File: src/rtl/function_unit.sv
// function_unit: 16-bit ALU with single-cycle ops and a 16-iteration shift-add multiplier.
module function_unit (
  input  logic        clk,
  input  logic        reset,
  input  logic [15:0] A,
  input  logic [15:0] B,
  input  logic [3:0]  FS,
  input  logic        start,
  output logic [15:0] D,
  output logic        V,
  output logic        C,
  output logic        N,
  output logic        Z,
  output logic        busy,
  output logic        done
);
  typedef enum logic {IDLE, MUL} state_t;
  state_t      state_q, state_d;
  logic [3:0]  cnt_q, cnt_d, fs_q, fs_d;
  logic [31:0] acc_q, acc_d;
  logic [15:0] mcand_q, mcand_d, mplier_q, mplier_d, d_q, d_d;
  logic        v_q, v_d, c_q, c_d, z_q, z_d, done_q, done_d;
  logic [15:0] b_op, res;
  logic [16:0] sum, acc_hi;
  logic        cin, v_r, c_r, is_mul, go, fin;

  always_comb begin
    b_op = FS == 4'h1 ? 16'h0000 : FS == 4'h3 ? ~B : FS == 4'h4 ? 16'hFFFF : B;
    cin  = FS == 4'h1 || FS == 4'h3;
    sum  = {1'b0, A} + {1'b0, b_op} + {16'b0, cin};
    res  = '0;
    c_r  = 1'b0;
    v_r  = 1'b0;
    case (FS)
      4'h0: res = A;
      4'h1, 4'h2, 4'h3, 4'h4: begin
        res = sum[15:0];
        c_r = sum[16];
        v_r = (A[15] == b_op[15]) && (sum[15] != A[15]);
      end
      4'h5: res = A & B;
      4'h6: res = A | B;
      4'h7: res = A ^ B;
      4'h8: res = ~A;
      4'h9: res = B;
      4'hA: begin
        res = {1'b0, B[15:1]};
        c_r = B[0];
      end
      4'hB: begin
        res = {B[14:0], 1'b0};
        c_r = B[15];
      end
      default: res = '0;
    endcase
  end

  // One multiply step: add the gated multiplicand into the top half, then shift right.
  always_comb begin
    is_mul   = FS == 4'hC || FS == 4'hD;
    go       = state_q == IDLE && start;
    fin      = state_q == MUL && cnt_q == 4'hF;
    acc_hi   = {1'b0, acc_q[31:16]} + {1'b0, mplier_q[0] ? mcand_q : 16'h0000};
    state_d  = state_q;
    cnt_d    = cnt_q;
    fs_d     = fs_q;
    acc_d    = acc_q;
    mcand_d  = mcand_q;
    mplier_d = mplier_q;
    d_d      = d_q;
    v_d      = v_q;
    c_d      = c_q;
    z_d      = z_q;
    done_d   = 1'b0;
    if (go) begin
      fs_d = FS;
      if (is_mul) begin
        state_d  = MUL;
        cnt_d    = '0;
        acc_d    = '0;
        mcand_d  = A;
        mplier_d = B;
      end else begin
        d_d    = res;
        c_d    = c_r;
        v_d    = v_r;
        z_d    = res == 16'h0000;
        done_d = 1'b1;
      end
    end else if (state_q == MUL) begin
      acc_d    = {acc_hi, acc_q[15:1]};
      mplier_d = mplier_q >> 1;
      cnt_d    = cnt_q + 4'd1;
      if (fin) begin
        state_d = IDLE;
        d_d     = fs_q == 4'hC ? acc_d[15:0] : acc_d[31:16];
        v_d     = fs_q == 4'hC && |acc_d[31:16];
        c_d     = 1'b0;
        z_d     = d_d == 16'h0000;
        done_d  = 1'b1;
      end
    end
  end

  always_ff @(posedge clk or negedge reset) begin
    if (!reset) begin
      state_q  <= IDLE;
      cnt_q    <= '0;
      fs_q     <= '0;
      acc_q    <= '0;
      mcand_q  <= '0;
      mplier_q <= '0;
      d_q      <= '0;
      v_q      <= 1'b0;
      c_q      <= 1'b0;
      z_q      <= 1'b0;
      done_q   <= 1'b0;
    end else begin
      state_q  <= state_d;
      cnt_q    <= cnt_d;
      fs_q     <= fs_d;
      acc_q    <= acc_d;
      mcand_q  <= mcand_d;
      mplier_q <= mplier_d;
      d_q      <= d_d;
      v_q      <= v_d;
      c_q      <= c_d;
      z_q      <= z_d;
      done_q   <= done_d;
    end
  end

  assign D    = d_q;
  assign V    = v_q;
  assign C    = c_q;
  assign N    = d_q[15];
  assign Z    = z_q;
  assign busy = state_q == MUL;
  assign done = done_q;
endmodule
File: config.mk
export PLATFORM = sky130hd
export DESIGN_NAME = function_unit
export DESIGN_NICKNAME = d
export VERILOG_FILES = /design/src/rtl/function_unit.sv
export SDC_FILE = /design/constraint.sdc
export NUM_CORES = 1
export LEC_CHECK = 0
export ABC_AREA = 1
export CORE_MARGIN = 3
export CORE_UTILIZATION = 53
export CTS_CLUSTER_DIAMETER = 30
export CTS_CLUSTER_SIZE = 14
export DETAILED_ROUTE_END_ITERATION = 10
export PLACE_DENSITY_LB_ADDON = 0.1
export SKIP_LAST_GASP = 1
export SLEW_MARGIN = 20
export SYNTH_ARGS = -nofsm -noshare
export SYNTH_HDL_FRONTEND = slang
export SYNTH_SLANG_ARGS = --single-unit
File: constraint.sdc
create_clock -name clk -period 2.8 [get_ports clk]
set_input_delay 0.56 -clock clk [delete_from_list [all_inputs] [get_ports clk]]
set_output_delay 0.56 -clock clk [all_outputs]
set_load 0.02 [all_outputs]
* Yosys cells after proc, flatten, opt, wreduce, memory -nomap -nowiden *
Index checks and enable logic that the tools add are counted.

word-level totals
  input bits = 39
  memory bits (writable) = 0
  memories = 0
  bits in read-only memories = 0
  bits in latches = 0
  flip-flop bits (word level) = 93
  output and inout port bits = 22
  logic and storage cells = 97

cells by class
  reduce and logical (&&, ||, !) cells = 16
  muxes and demuxes = 41
  divide/modulo/power cells = 0
  bitwise logic cells = 6
  eq/ne operators = 19
  shifts and indexed selects = 0
  order comparisons = 0
  $mul = 0
  add/subtract/negate cells = 4

operators with widths
  kind                   count
  $mux W16               12
  $pmux W16 S9           1
  $mux W32               3
  $add A16 B16 Y17       2
  $eq A4 B4 Y1 const B   8
  $logic_not A16 Y1      2
  $not A16 Y16           2
  $mux W1                21
  $add A17 B1 Y17        1
  $and A16 B16 Y16       1
  $eq A4 B3 Y1 const B   4
  $or A16 B16 Y16        1
  $reduce_or A16 Y1      1
  $xor A16 B16 Y16       1
  $mux W4                3
  $eq A4 B2 Y1 const B   2
  $add A4 B1 Y4 const B  1
  $eq A4 B1 Y1 const B   1
  $logic_and A1 B1 Y1    4
  $logic_not A4 Y1       1
  $ne A2 B2 Y1 const B   2
  $reduce_and A2 Y1      2
  $reduce_bool A2 Y1     2
  $reduce_or A4 Y1       1
  6 further kinds        7

* Longest topological paths before layout *
  depth after elaboration = 11
  gate-level depth with buffers = 26
  mapped depth without buffers = 26

* Least setup slack after synthesis *
No wires, ideal clock.

  path type = input port to flip-flop
  start point = input FS[1]
  end point = register z_q (netlist: Z)
  required time = 2.734 ns
  buffers on the path = 0
  slack = -0.231 ns
  data arrival time = 2.966 ns
  cell stages on the path = 25
  setup time = 0.066 ns
  path through = nor2_1 nand2_1 inv_1 a21oi_1 inv_1 o21ai_0 inv_1 fa_1 inv_1 fa_1 inv_1 nand3_1 nand2_1 nand2_1 nand2_1 nand2_1 nand3_1 nand2_1 nor2_1 nand3_1 nor2_1 nand3_1 nand2_1 nand2_1 nand2_1

between the ends
  longest elaborated chain between the ends = 10
  elaborated cells on any way between the ends = 28
  those cells by class = add/sub: 2; eq/ne: 14; mux: 6; reduce/logical: 6

RTL lines
  what                   line    text
  from (decl)            7       input logic [3:0] FS,
  $eq A4 B3 Y1           28, 34
  $mux W16 (3 in a row)  28      b_op = FS == 4'h1 ? 16'h0000 : FS == 4'h3 ? ~B : FS == 4'h4 ? 16'hFFFF : B;
  $add A16 B16 Y17       30      sum = {1'b0, A} + {1'b0, b_op} + {16'b0, cin};
  $add A17 B1 Y17        30
  $pmux W16 S9           34      case (FS)
  $logic_not A16 Y1      87      z_d = res == 16'h0000;
  $mux W1                77      if (is_mul) begin
  $mux W1                75      if (go) begin
  to (signal assigned)   128     z_q <= z_d;
  to (decl)              22      logic v_q, v_d, c_q, c_d, z_q, z_d, done_q, done_d;

Several ways; a longest one is shown, not always the timed one. The select of a mux whose other input is x is not followed.
A chain may end at the register's enable or synchronous reset.

* Worst setup path in the final report *
  start point = input FS[2]
  end point = register z_q (netlist: Z)

The elaborated chain is that of the path after synthesis.

==> impl_results.md <==
- Die height: 127 um
- Hold Path Class: in -> async
- Hold buffers post-CTS: 0
- Crit start category: input port
- Cts bufs inserted: 9
- Die W: 127 um
- Cells after Synth: 1229
- Core Region: 14100 um2
- Top cells by area, synth: dfrtp_1 29%, nand2_1 20%, ha_1 10%
- ANT cells: 0
- Iteration-0 DRC Markers: 1038
- Filler Cells Inserted: 1172
- Critical path class: in -> reg
- Critical path's top delay family: simple AND/OR/NAND/NOR gates
- Fin. Hold Viols: 0
- Dpl hpwl: 20200 um
- Synth warn: 0
- Final nets: 1510
- CP max-delay cell: fa_2
- Starting Density: 0.552
- Synth Register Bits: 92
- Clock root buffer: clkbuf_16
- Setup crit end kind: register
- Clk Latency, worst-skew pair: 0.35 ns
- Routed vias/inst: 5.49
- Async SR Flop Fraction: 1.00
- Synth top cells by count: 420 x nand2_1, 180 x inv_1, 107 x o21ai_0
- Gr usage total: 0.320
- Pwr Density: 831 nW/um2
- Tcrit/Tclk final: 0.977
- Input/output buffers: 60
- Library cell with the highest instance count after synthesis: nand2_1
- Worst Path Max Fanout: 4
- Crit path arrival time: 3.03 ns
- # setup viols final: 0
- Status: finished, final reports clean
- Vias in the first global route: 8488
- Mapped cell area: 7810 um2
- Post-synth EDFFs: 0
- Peak VDD IR: 0.406 mV
- DR vias: 8731
- Final wirelength: 25900 um
- Crit path time final: 2.73 ns
- Dominant cell type by area after synthesis: dfrtp_1
- Setup TNS: 0 ns
- Critical Path Max Stage Delay: 0.39 ns
- Global-route wire length before repair: 41800 um
- Fmax: 366 MHz
- Clock skew: 0.0150 ns
- Synth unique cells: 33
- CTS tree: built
- CTS max path bufs: 2
- Area grow syn2layout: 32.5%
- Max-cap violation count: 0
- Initial antenna violation count: 0
- Largest net degree at the start of global routing: 50
- Buf/Inv on CP: 6
- RSZ-0062 raised after global routing: true
- CP required: 3.09 ns
- Gpl congestion: 0.955
- I/O pin total: 61
- Residual DRC: 0
- Mapped Nets: 1335
- Reg clk slew, reported paths: 0.07 ns
- Final ANT Viol Nets: 0
- GRT Residual Overflow: 0
- CTS H-Tree Depth: 3
- Post-synthesis sequential area ratio: 0.295
- Dpl cells: 1563
- Slew @ Worst Pin: 0.749 ns
- Critical path, cell by cell: buf_8 > inv_6 > nor2_4 > nand2_2 > inv_2 > a21oi_2 > inv_2 > o21ai_2 > inv_2 > fa_2 > buf_4 > nand3_1 > nand3_2 > nor2_2 > nor2_1 > nor2_1 > nand2_1 > nor2_2 > nand3_2 > nor2_2 > nand3_1 > nand2_1 > nand2_1 > nand2_1
- Top cell type's share of synthesized area: 0.295
- Lkg Pwr: 5.40 nW
- Final non-filler cell total: 1589
- WL/cell: 16.3 um
- Most used cell, CP: nand2_1
- Post-synthesis average cell area: 6.35 um2
- Clk sinks: 92
- Ys flop type: dfrtp_1
- Standard-cell rows: 43
- Rel. slew slack: 0.499
- Fraction of layout cells with a size suffix above 1: 0.192
- Die area: 16200 um2
- Drt pass-1 iters: 5
- Max Slew Vio Count: 0
layer usage:
metal  track usage  routed length, um  vias to the layer above
met5             0                  0                        -
met4         0.132               1070                        0
met3        0.0435               1710                       74
met2         0.531              12300                      378
met1         0.422              10900                     3979
li1              -                  -                     4300
repair_timing:
| item | in CTS | in global routing |
|---|---|---|
| pin swaps | 13 | 28 |
| cloned | 0 | 0 |
| endpoints found under the setup margin | 18 | 14 |
| hold endpoints to repair | 0 | 0 |
| gates resized for setup | 38 | 107 |
| buffers inserted | 6 | 4 |
kinds of logic after synthesis:
| logic type | count (synthesis) | synth area share |
|---|---|---|
| buffers and inverters | 219 | 0.109 |
| flip-flops | 92 | 0.295 |
| AO/OA/AOI/OAI | 204 | 0.146 |
| adder cells (fa/ha/maj) | 67 | 0.110 |
| XOR/XNOR | 5 | 0.00561 |
| AND/OR/NAND/NOR | 642 | 0.333 |
cell type report:
| type | count | area, um2 | area share |
|---|---|---|---|
| multi-input combinational | 918 | 5110 | 0.494 |
| sequential | 92 | 2300 | 0.223 |
| timing repair buffer | 200 | 1700 | 0.164 |
| inverter | 183 | 692 | 0.0669 |
| clock buffer | 9 | 225 | 0.0218 |
| tap | 180 | 225 | 0.0218 |
| clock inverter | 7 | 91.3 | 0.00883 |
cell usage in the layout (no fill, tap or decap), drive strengths merged:
master,netlist,layout
bufinv,0,1
o21ai,107,107
clkinvlp,0,1
clkbuf,27,10
clkdlybuf4s50,0,54
o21a,1,1
o221ai,4,4
a22oi,2,2
nor3,4,4
xnor2,2,2
dlygate4sd2,0,1
inv,182,185
o211ai,15,15
clkinv,1,3
dfrtp,92,92
nand3b,6,6
nand2,422,422
nand4,9,9
a21oi,32,32
o22ai,23,23
ha,64,64
and2,9,9
a31oi,15,15
fa,3,3
o2111ai,1,1
nand3,84,84
a22o,1,1
o21bai,3,3
buf,9,144
xor2,3,3
nor2,108,108
report_power, final:
part           total (mW)  switching, mW  internal, mW
registers            2.28          0.340          1.94
clock network        1.29          0.571         0.714
logic                5.03           3.11          1.92
worst register-to-register path, stage by stage, from the launching register on:
cell and delay [ns]:
dfrtp_1 0.38, buf_4 0.19, nand2_1 0.07, inv_1 0.04, ha_2 0.38, nand2_1 0.07
nand2_1 0.09, inv_1 0.06, nand2_1 0.10, nand2_1 0.07, nand2_2 0.11, nand2_1 0.09
nand3_1 0.10, nand3_1 0.13, nand2_1 0.15, nand2_1 0.07, nor2_1 0.10, nand3_1 0.15
nand2_1 0.11, nand2_1 0.05, nand2_1 0.06
registers in the layout (all words and copies together) (netlist names):
signal and cells:
C 1, D 16, V 1, Z 1
acc_q 31, busy 1, cnt_q 4, done 1
fs_q 4, mcand_q 16, mplier_q 16
final timing paths:
| check | startpoint | end | slack, ns | cells after the start |
|---|---|---|---|---|
| setup reg to reg | mplier_q[0] | Z | 0.20 | 20 |
| hold reg to reg | D[0] | D[0] | 0.49 | 2 |
| setup / recovery | FS[2] | Z | 0.07 | 24 |
| min in group clk | D[0] | D[0] | 0.49 | 2 |
| max in group asynchronous | reset | mplier_q[13] | 1.92 | 2 |
| hold / removal | reset | acc_q[20] | 0.24 | 1 |
per-stage QoR:
| stage | total power, mW | worst slack [ns] | hold slack [ns] | cell area [um2] | util |
|---|---|---|---|---|---|
| floorplan | 5.25 | -0.00632 | 0.264 | 7840 | - |
| global placement | 6.86 | -0.857 | 0.465 | 9520 | 0.673 |
| detailed placement | 6.96 | -0.818 | 0.474 | 9520 | 0.673 |
| CTS | 8.32 | 0.000104 | 0.262 | 10000 | 0.707 |
| global route | 9.29 | -0.110 | 0.277 | 10300 | 0.731 |
| finish | 8.60 | 0.0654 | 0.239 | 10300 | 0.731 |
No activity file was read; power rests on OpenSTA's default activity.
